[src/rtl/vga_timing_gen_pkg.sv]
// Shared VGA timing types: the default 640x480@60 mode and the axis-length helper.
package vga_pkg;

    typedef struct packed {
        int   h_active;
        int   h_front;
        int   h_sync;
        int   h_back;
        int   v_active;
        int   v_front;
        int   v_sync;
        int   v_back;
        logic h_pol;
        logic v_pol;
    } vga_timing_t;

    localparam vga_timing_t VGA_640x480_60 = '{
        h_active: 640, h_front: 16, h_sync: 96, h_back: 48,
        v_active: 480, v_front: 10, v_sync: 2,  v_back: 33,
        h_pol: 1'b0,   v_pol: 1'b0
    };

    function automatic int total(input int active, input int front,
                                 input int sync, input int back);
        return active + front + sync + back;
    endfunction

endpackage

[src/rtl/vga_timing_gen_axis.sv]
// One raster axis: wrapping counter plus active/sync region decode.
module vga_axis_counter
    import vga_pkg::*;
#(
    parameter  int ACTIVE = 640,
    parameter  int FRONT  = 16,
    parameter  int SYNC   = 96,
    parameter  int BACK   = 48,
    localparam int TOTAL  = total(ACTIVE, FRONT, SYNC, BACK),
    localparam int W      = $clog2(TOTAL)
) (
    input  logic         pixel_clk,
    input  logic         rst_n,
    input  logic         inc,
    output logic [W-1:0] cnt,
    output logic         wrap,
    output logic         in_active,
    output logic         in_sync
);

    // One extra bit so a sync region ending exactly at TOTAL (zero back porch)
    // still has a representable bound.
    localparam logic [W:0] LAST     = (W+1)'(TOTAL - 1);
    localparam logic [W:0] ACT_END  = (W+1)'(ACTIVE);
    localparam logic [W:0] SYNC_BEG = (W+1)'(ACTIVE + FRONT);
    localparam logic [W:0] SYNC_END = (W+1)'(ACTIVE + FRONT + SYNC);

    logic [W:0] cnt_x;

    assign cnt_x     = {1'b0, cnt};
    assign wrap      = inc && (cnt_x == LAST);
    assign in_active = cnt_x < ACT_END;
    assign in_sync   = (cnt_x >= SYNC_BEG) && (cnt_x < SYNC_END);

    always_ff @(posedge pixel_clk or negedge rst_n) begin
        if (!rst_n)
            cnt <= '0;
        else if (inc)
            cnt <= wrap ? '0 : cnt + W'(1);
    end

endmodule

[src/rtl/vga_timing_gen.sv]
// Raster timing generator: H/V axis counters, sync/de/strobe decode and a
// PIPE_DELAY register pipeline so every output shares the same latency.
module vga_timing_gen
    import vga_pkg::*;
#(
    parameter  int   H_ACTIVE   = VGA_640x480_60.h_active,
    parameter  int   H_FRONT    = VGA_640x480_60.h_front,
    parameter  int   H_SYNC     = VGA_640x480_60.h_sync,
    parameter  int   H_BACK     = VGA_640x480_60.h_back,
    parameter  int   V_ACTIVE   = VGA_640x480_60.v_active,
    parameter  int   V_FRONT    = VGA_640x480_60.v_front,
    parameter  int   V_SYNC     = VGA_640x480_60.v_sync,
    parameter  int   V_BACK     = VGA_640x480_60.v_back,
    parameter  logic H_SYNC_POL = VGA_640x480_60.h_pol,
    parameter  logic V_SYNC_POL = VGA_640x480_60.v_pol,
    parameter  int   PIPE_DELAY = 1,
    localparam int   H_TOTAL    = total(H_ACTIVE, H_FRONT, H_SYNC, H_BACK),
    localparam int   V_TOTAL    = total(V_ACTIVE, V_FRONT, V_SYNC, V_BACK),
    localparam int   X_W        = $clog2(H_TOTAL),
    localparam int   Y_W        = $clog2(V_TOTAL)
) (
    input  logic           pixel_clk,
    input  logic           rst_n,
    input  logic           en,
    output logic           h_sync,
    output logic           v_sync,
    output logic           de,
    output logic [X_W-1:0] x,
    output logic [Y_W-1:0] y,
    output logic           line_start,
    output logic           frame_start
);

    typedef struct packed {
        logic           h_sync;
        logic           v_sync;
        logic           de;
        logic           line_start;
        logic           frame_start;
        logic [X_W-1:0] x;
        logic [Y_W-1:0] y;
    } tap_t;

    localparam tap_t IDLE = '{
        h_sync: ~H_SYNC_POL, v_sync: ~V_SYNC_POL, de: 1'b0,
        line_start: 1'b0, frame_start: 1'b0, x: '0, y: '0
    };

    logic [X_W-1:0] hc;
    logic [Y_W-1:0] vc;
    logic           h_wrap, v_wrap;
    logic           h_act, v_act, h_in_sync, v_in_sync;
    logic           at_line, at_frame;
    tap_t           head;
    tap_t           stg [PIPE_DELAY];

    vga_axis_counter #(
        .ACTIVE(H_ACTIVE), .FRONT(H_FRONT), .SYNC(H_SYNC), .BACK(H_BACK)
    ) u_h (
        .pixel_clk(pixel_clk), .rst_n(rst_n), .inc(en),
        .cnt(hc), .wrap(h_wrap), .in_active(h_act), .in_sync(h_in_sync)
    );

    vga_axis_counter #(
        .ACTIVE(V_ACTIVE), .FRONT(V_FRONT), .SYNC(V_SYNC), .BACK(V_BACK)
    ) u_v (
        .pixel_clk(pixel_clk), .rst_n(rst_n), .inc(h_wrap),
        .cnt(vc), .wrap(v_wrap), .in_active(v_act), .in_sync(v_in_sync)
    );

    // Flags tracking "counter sits at x==0" / "at (0,0)": set out of reset and
    // by the wrap that lands there, cleared by any other enabled step.
    always_ff @(posedge pixel_clk or negedge rst_n) begin
        if (!rst_n) begin
            at_line  <= 1'b1;
            at_frame <= 1'b1;
        end else if (en) begin
            at_line  <= h_wrap;
            at_frame <= v_wrap;
        end
    end

    always_comb begin
        head             = IDLE;
        head.h_sync      = h_in_sync ? H_SYNC_POL : ~H_SYNC_POL;
        head.v_sync      = v_in_sync ? V_SYNC_POL : ~V_SYNC_POL;
        head.de          = h_act && v_act;
        head.line_start  = at_line;
        head.frame_start = at_frame;
        head.x           = hc;
        head.y           = vc;
    end

    always_ff @(posedge pixel_clk or negedge rst_n) begin
        if (!rst_n) begin
            for (int i = 0; i < PIPE_DELAY; i++) stg[i] <= IDLE;
        end else if (en) begin
            stg[0] <= head;
            for (int i = 1; i < PIPE_DELAY; i++) stg[i] <= stg[i-1];
        end
    end

    assign h_sync      = stg[PIPE_DELAY-1].h_sync;
    assign v_sync      = stg[PIPE_DELAY-1].v_sync;
    assign de          = stg[PIPE_DELAY-1].de;
    assign line_start  = stg[PIPE_DELAY-1].line_start;
    assign frame_start = stg[PIPE_DELAY-1].frame_start;
    assign x           = stg[PIPE_DELAY-1].x;
    assign y           = stg[PIPE_DELAY-1].y;

endmodule

[config.mk]
export PLATFORM = sky130hd
export DESIGN_NAME = vga_timing_gen
export DESIGN_NICKNAME = d
export VERILOG_FILES = /design/src/rtl/vga_timing_gen_pkg.sv /design/src/rtl/vga_timing_gen_axis.sv /design/src/rtl/vga_timing_gen.sv
export SDC_FILE = /design/constraint.sdc
export NUM_CORES = 1
export LEC_CHECK = 0
export ABC_AREA = 1
export CORE_MARGIN = 2
export CORE_UTILIZATION = 32
export DETAILED_ROUTE_END_ITERATION = 16
export PLACE_DENSITY = 0.48
export SKIP_CTS_REPAIR_TIMING = 1
export SLEW_MARGIN = 20
export SYNTH_ARGS = -nofsm -noshare
export SYNTH_HDL_FRONTEND = slang
export SYNTH_SLANG_ARGS = --single-unit
[constraint.sdc]
create_clock -name pixel_clk -period 3.1 [get_ports pixel_clk]
set_clock_uncertainty 0.15 [all_clocks]
set_input_delay 0.62 -clock pixel_clk [delete_from_list [all_inputs] [get_ports pixel_clk]]
set_output_delay 0.62 -clock pixel_clk [all_outputs]
set_load 0.01 [all_outputs]
==> run summary <==
The most used flip-flop cell after synthesis is dfrtp_1. IR analysis of the VDD net gives a maximum drop of between 0.15 and 0.2 mV. nand2_1 is the most common cell in the netlist.

The min-delay analysis places its worst path in the category in -> async. The timing-limited maximum frequency is roughly 460 MHz. For this run, the register share of the synthesized area comes to between 50% and 60%. The critical path starts at h_sync$_DFFE_PN1P_. After clock tree synthesis, the clock-pin slew on the worst setup and hold paths is about 0.10 ns.

The fraction of layout cells with a size suffix above 1 came out at roughly 10%. The count of warnings emitted by yosys came out at 0. The total DRC errors in the routed layout came out at 0. A synthesized cell averages just under 9 um^2. For this design the ratio of total power to cell area is 579.0 mW/mm^2. Walking the worst path, the cells encountered are clkdlybuf4s50_1. By startpoint and endpoint, the worst setup path is classified as reg -> out. Dividing the detail-routed wire length by the instance count gives roughly 13 um. From synthesis to final layout, the design area changed by 22.00%. The total via count in the routed design is ~1700. The post-layout minimum cycle time is around 2.2 ns. The remaining antenna violation count is 0. The number of DRC markers after the initial detailed-route iteration is between 80 and 90. Together, buffers and inverters on the worst path number 1. STA classifies the critical path endpoint as an output pin. The power spent charging and discharging nets is roughly 440 uW. The residual overflow from global routing is 0.

In this run the clock root is driven by a clkbuf_8. The setup TNS is 0 ns. Using the TritonRoute via totals, the vias-per-cell ratio works out to 4.548.

The wire length of the first global-routing pass is between 8000 and 9000 um. The largest total area in the synthesized netlist belongs to dfrtp_1. The cell family contributing the most delay on the critical path is flip-flops. The commonest cells after synthesis are nand2_1, dfrtp_1, inv_1, o21ai_0, nor2_1.

The die extent in y is 87.15 um. The number of antenna violations at the first check in global routing is 0. The global router's overall resource usage is between 10% and 20%. The measured slew at the worst slew-check pin is around 0.6 ns. The leakage power total came out at 0.001283 uW. The worst register-to-register path begins at u_v.cnt[0]$_DFFE_PN0N_.

The switching share of total power came out at roughly 28%. TritonCTS built the clock tree. The number of unique standard cell types used by synthesis is 29. The run finished with clean final reports. The initialized floorplan defines 30 standard-cell rows. For this run, the detailed router's first-pass iteration total came to 4. After detailed routing, the total wire length is about 4600 um. In this run the worst path has a maximum fanout of 2. The initial core utilization came out at 32.74%. The count of maximum capacitance violations is 0. The share of total power in the clock network is about a third. The headroom to the max-slew limit is 60.42%.

The register share of total power is a little under half. Setup violations remaining at the end of the flow were counted as 0. The clock sink total came out at between 40 and 50. Entering global routing, the biggest net connects 48 pins. Counting every instance in the synthesized netlist gives roughly 250.

For the worst setup path, the data arrival time is between 1 and 1.5 ns. The register bit count reported by yosys is 47. The count of final hold-check violations came out at 0. After layout, the worst path uses a little over two thirds of the clock period. The count of final max-slew check failures is 0. The required time of the worst setup path came out at ~2.3 ns. The longest individual stage delay on the worst path is around 0.55 ns. The number of fillers in the final layout came out at roughly 690. The via count of the first global-routing pass came to about 1700. The clock latency reported for the late side of the worst-skew pair is around 0.31 ns.

The total clock buffers created by CTS came out at 5. The cell at the slowest stage of the critical path is dfstp_2. The internal cell power came out at 1122 uW. The part of the power in combinational logic is between 10% and 20%. The maximum number of buffers from clock root to sink is 2. The repair_antennas step left the layout with diodes totalling 0.

After synthesis the cells add up to between 0.002 and 0.0025 mm^2. The type of origin of the critical path is a flip-flop. The area enclosed by the die boundary came out at around 0.0076 mm^2.

Yosys mapped a number of flops with a built-in enable equal to 0. The detailed-placement wirelength estimate came out at around 3300 um. The fraction of post-synthesis cell area in the top cell type by area came out at 48.64%. The number of nets produced by synthesis is between 200 and 300. The number of nets at the end of the flow is about 290. The routability-driven placement congestion ratio is 0.7746. The async set-reset flop share out of synthesis came out at between 90% and 100%. The floorplan step defined a core boundary enclosing around 0.0068 mm^2. In this run the tool buffered the top-level ports with 27 buffer cells. The width of the die is just under 90 um. The final design utilization is about two fifths. The number of top-level pins is 28. The power consumption came out at 1563 uW. Setup repair after global routing left no endpoint under its margin. CTS built an H-tree with a depth of 2. After synthesis, the cell types taking the most area are dfrtp_1, nand2_1, o21ai_0.
-- layout make-up --
class / count / area, um^2 / share of cell area, %
inverter: 23 / 86.33 / 3.199
clock inverter: 3 / 67.56 / 2.503
tap: 80 / 100.1 / 3.709
timing repair buffer: 31 / 295.3 / 10.94
sequential: 47 / 1181 / 43.76
multi-input combinational: 176 / 899.6 / 33.33
clock buffer: 5 / 68.82 / 2.550
-- layer usage --
metal | GRT usage (%) | up-vias | part of all wire, %
met3 | 2.654 | 7 | 3.0
met1 | 17.62 | 759 | 48
li1 | - | 869 | -
met4 | 3.776 | 0 | 1.2
met5 | 0 | - | 0
met2 | 23.39 | 25 | 48
-- state kept, by name, summed over array words and instances (netlist names) --
signal	cells
v_sync	1
frame_start	1
u_v.cnt	10
at_frame	1
u_h.cnt	10
y	10
h_sync	1
line_start	1
at_line	1
x	10
de	1
-- path summary, 6_finish.rpt --
check | end | slack, ns | cells past startpoint
max in group asynchronous | x[3]$_DFFE_PN0P_ | 2.15 | 2
worst min register to register | x[2]$_DFFE_PN0P_ | 0.32 | 2
worst max-delay path | h_sync | 0.95 | 1
min in group pixel_clk | x[2]$_DFFE_PN0P_ | 0.32 | 2
worst max register to register | u_v.cnt[3]$_DFFE_PN0N_ | 1.42 | 7
worst min-delay path | x[4]$_DFFE_PN0P_ | 0.24 | 2
-- layout by cell type (no fill, tap or decap) --
cell type / netlist / final
nand3_1: 12 / 12
dfrtp_1: 43 / 43
a31oi_1: 1 / 1
nand4_4: 2 / 2
clkinvlp_4: 0 / 1
nand2_2: 1 / 1
nor4_1: 1 / 1
nor3_1: 5 / 5
buf_2: 2 / 1
nor3_4: 1 / 1
inv_2: 1 / 1
nand2_1: 85 / 85
nand4_1: 6 / 6
dfstp_2: 4 / 4
buf_4: 1 / 4
bufinv_16: 0 / 2
o21ai_1: 4 / 4
or2_2: 1 / 1
ha_1: 4 / 4
nor2_2: 2 / 2
nor2_1: 18 / 18
xor2_1: 7 / 7
o21ai_0: 22 / 22
clkbuf_8: 0 / 5
nor3b_2: 1 / 1
o21ai_2: 1 / 1
nor2_4: 1 / 1
nor2_8: 1 / 1
inv_1: 22 / 22
clkdlybuf4s50_1: 0 / 26
-- through the flow --
stage / instances / hold slack, ns / instance area, um^2 / setup slack, ns
finish: 365 / 0.2388 / 2699 / 0.9490
global route: 365 / 0.3011 / 2699 / 0.9037
CTS: 365 / 0.2696 / 2699 / 0.9386
detailed placement: 357 / 0.3074 / 2562 / 0.7558
global placement: 357 / 0.3025 / 2562 / 0.7573
floorplan: 254 / 0.1744 / 2212 / 1.605
-- power groups by stage --
stage	combinational, uW	clock [uW]	sequential [uW]
5_1_grt	317	575	756
6_report	279	540	744
2_1_floorplan	155	0	760
4_1_cts	285	557	746
3_3_place_gp	281	0	758
3_5_place_dp	286	0	757
-- cell families after synthesis --
kind of cell | Yosys count | share of synthesized area, %
xor gates and xnor gates | 7 | 2.772
DFF | 47 | 53.39
AOI/OAI and AO/OA | 28 | 6.562
adders and majority gates | 4 | 2.263
buffers and inverters | 31 | 5.939
and+or+nand+nor | 137 | 29.07
Note: power is estimated with default switching activity, not from simulation.
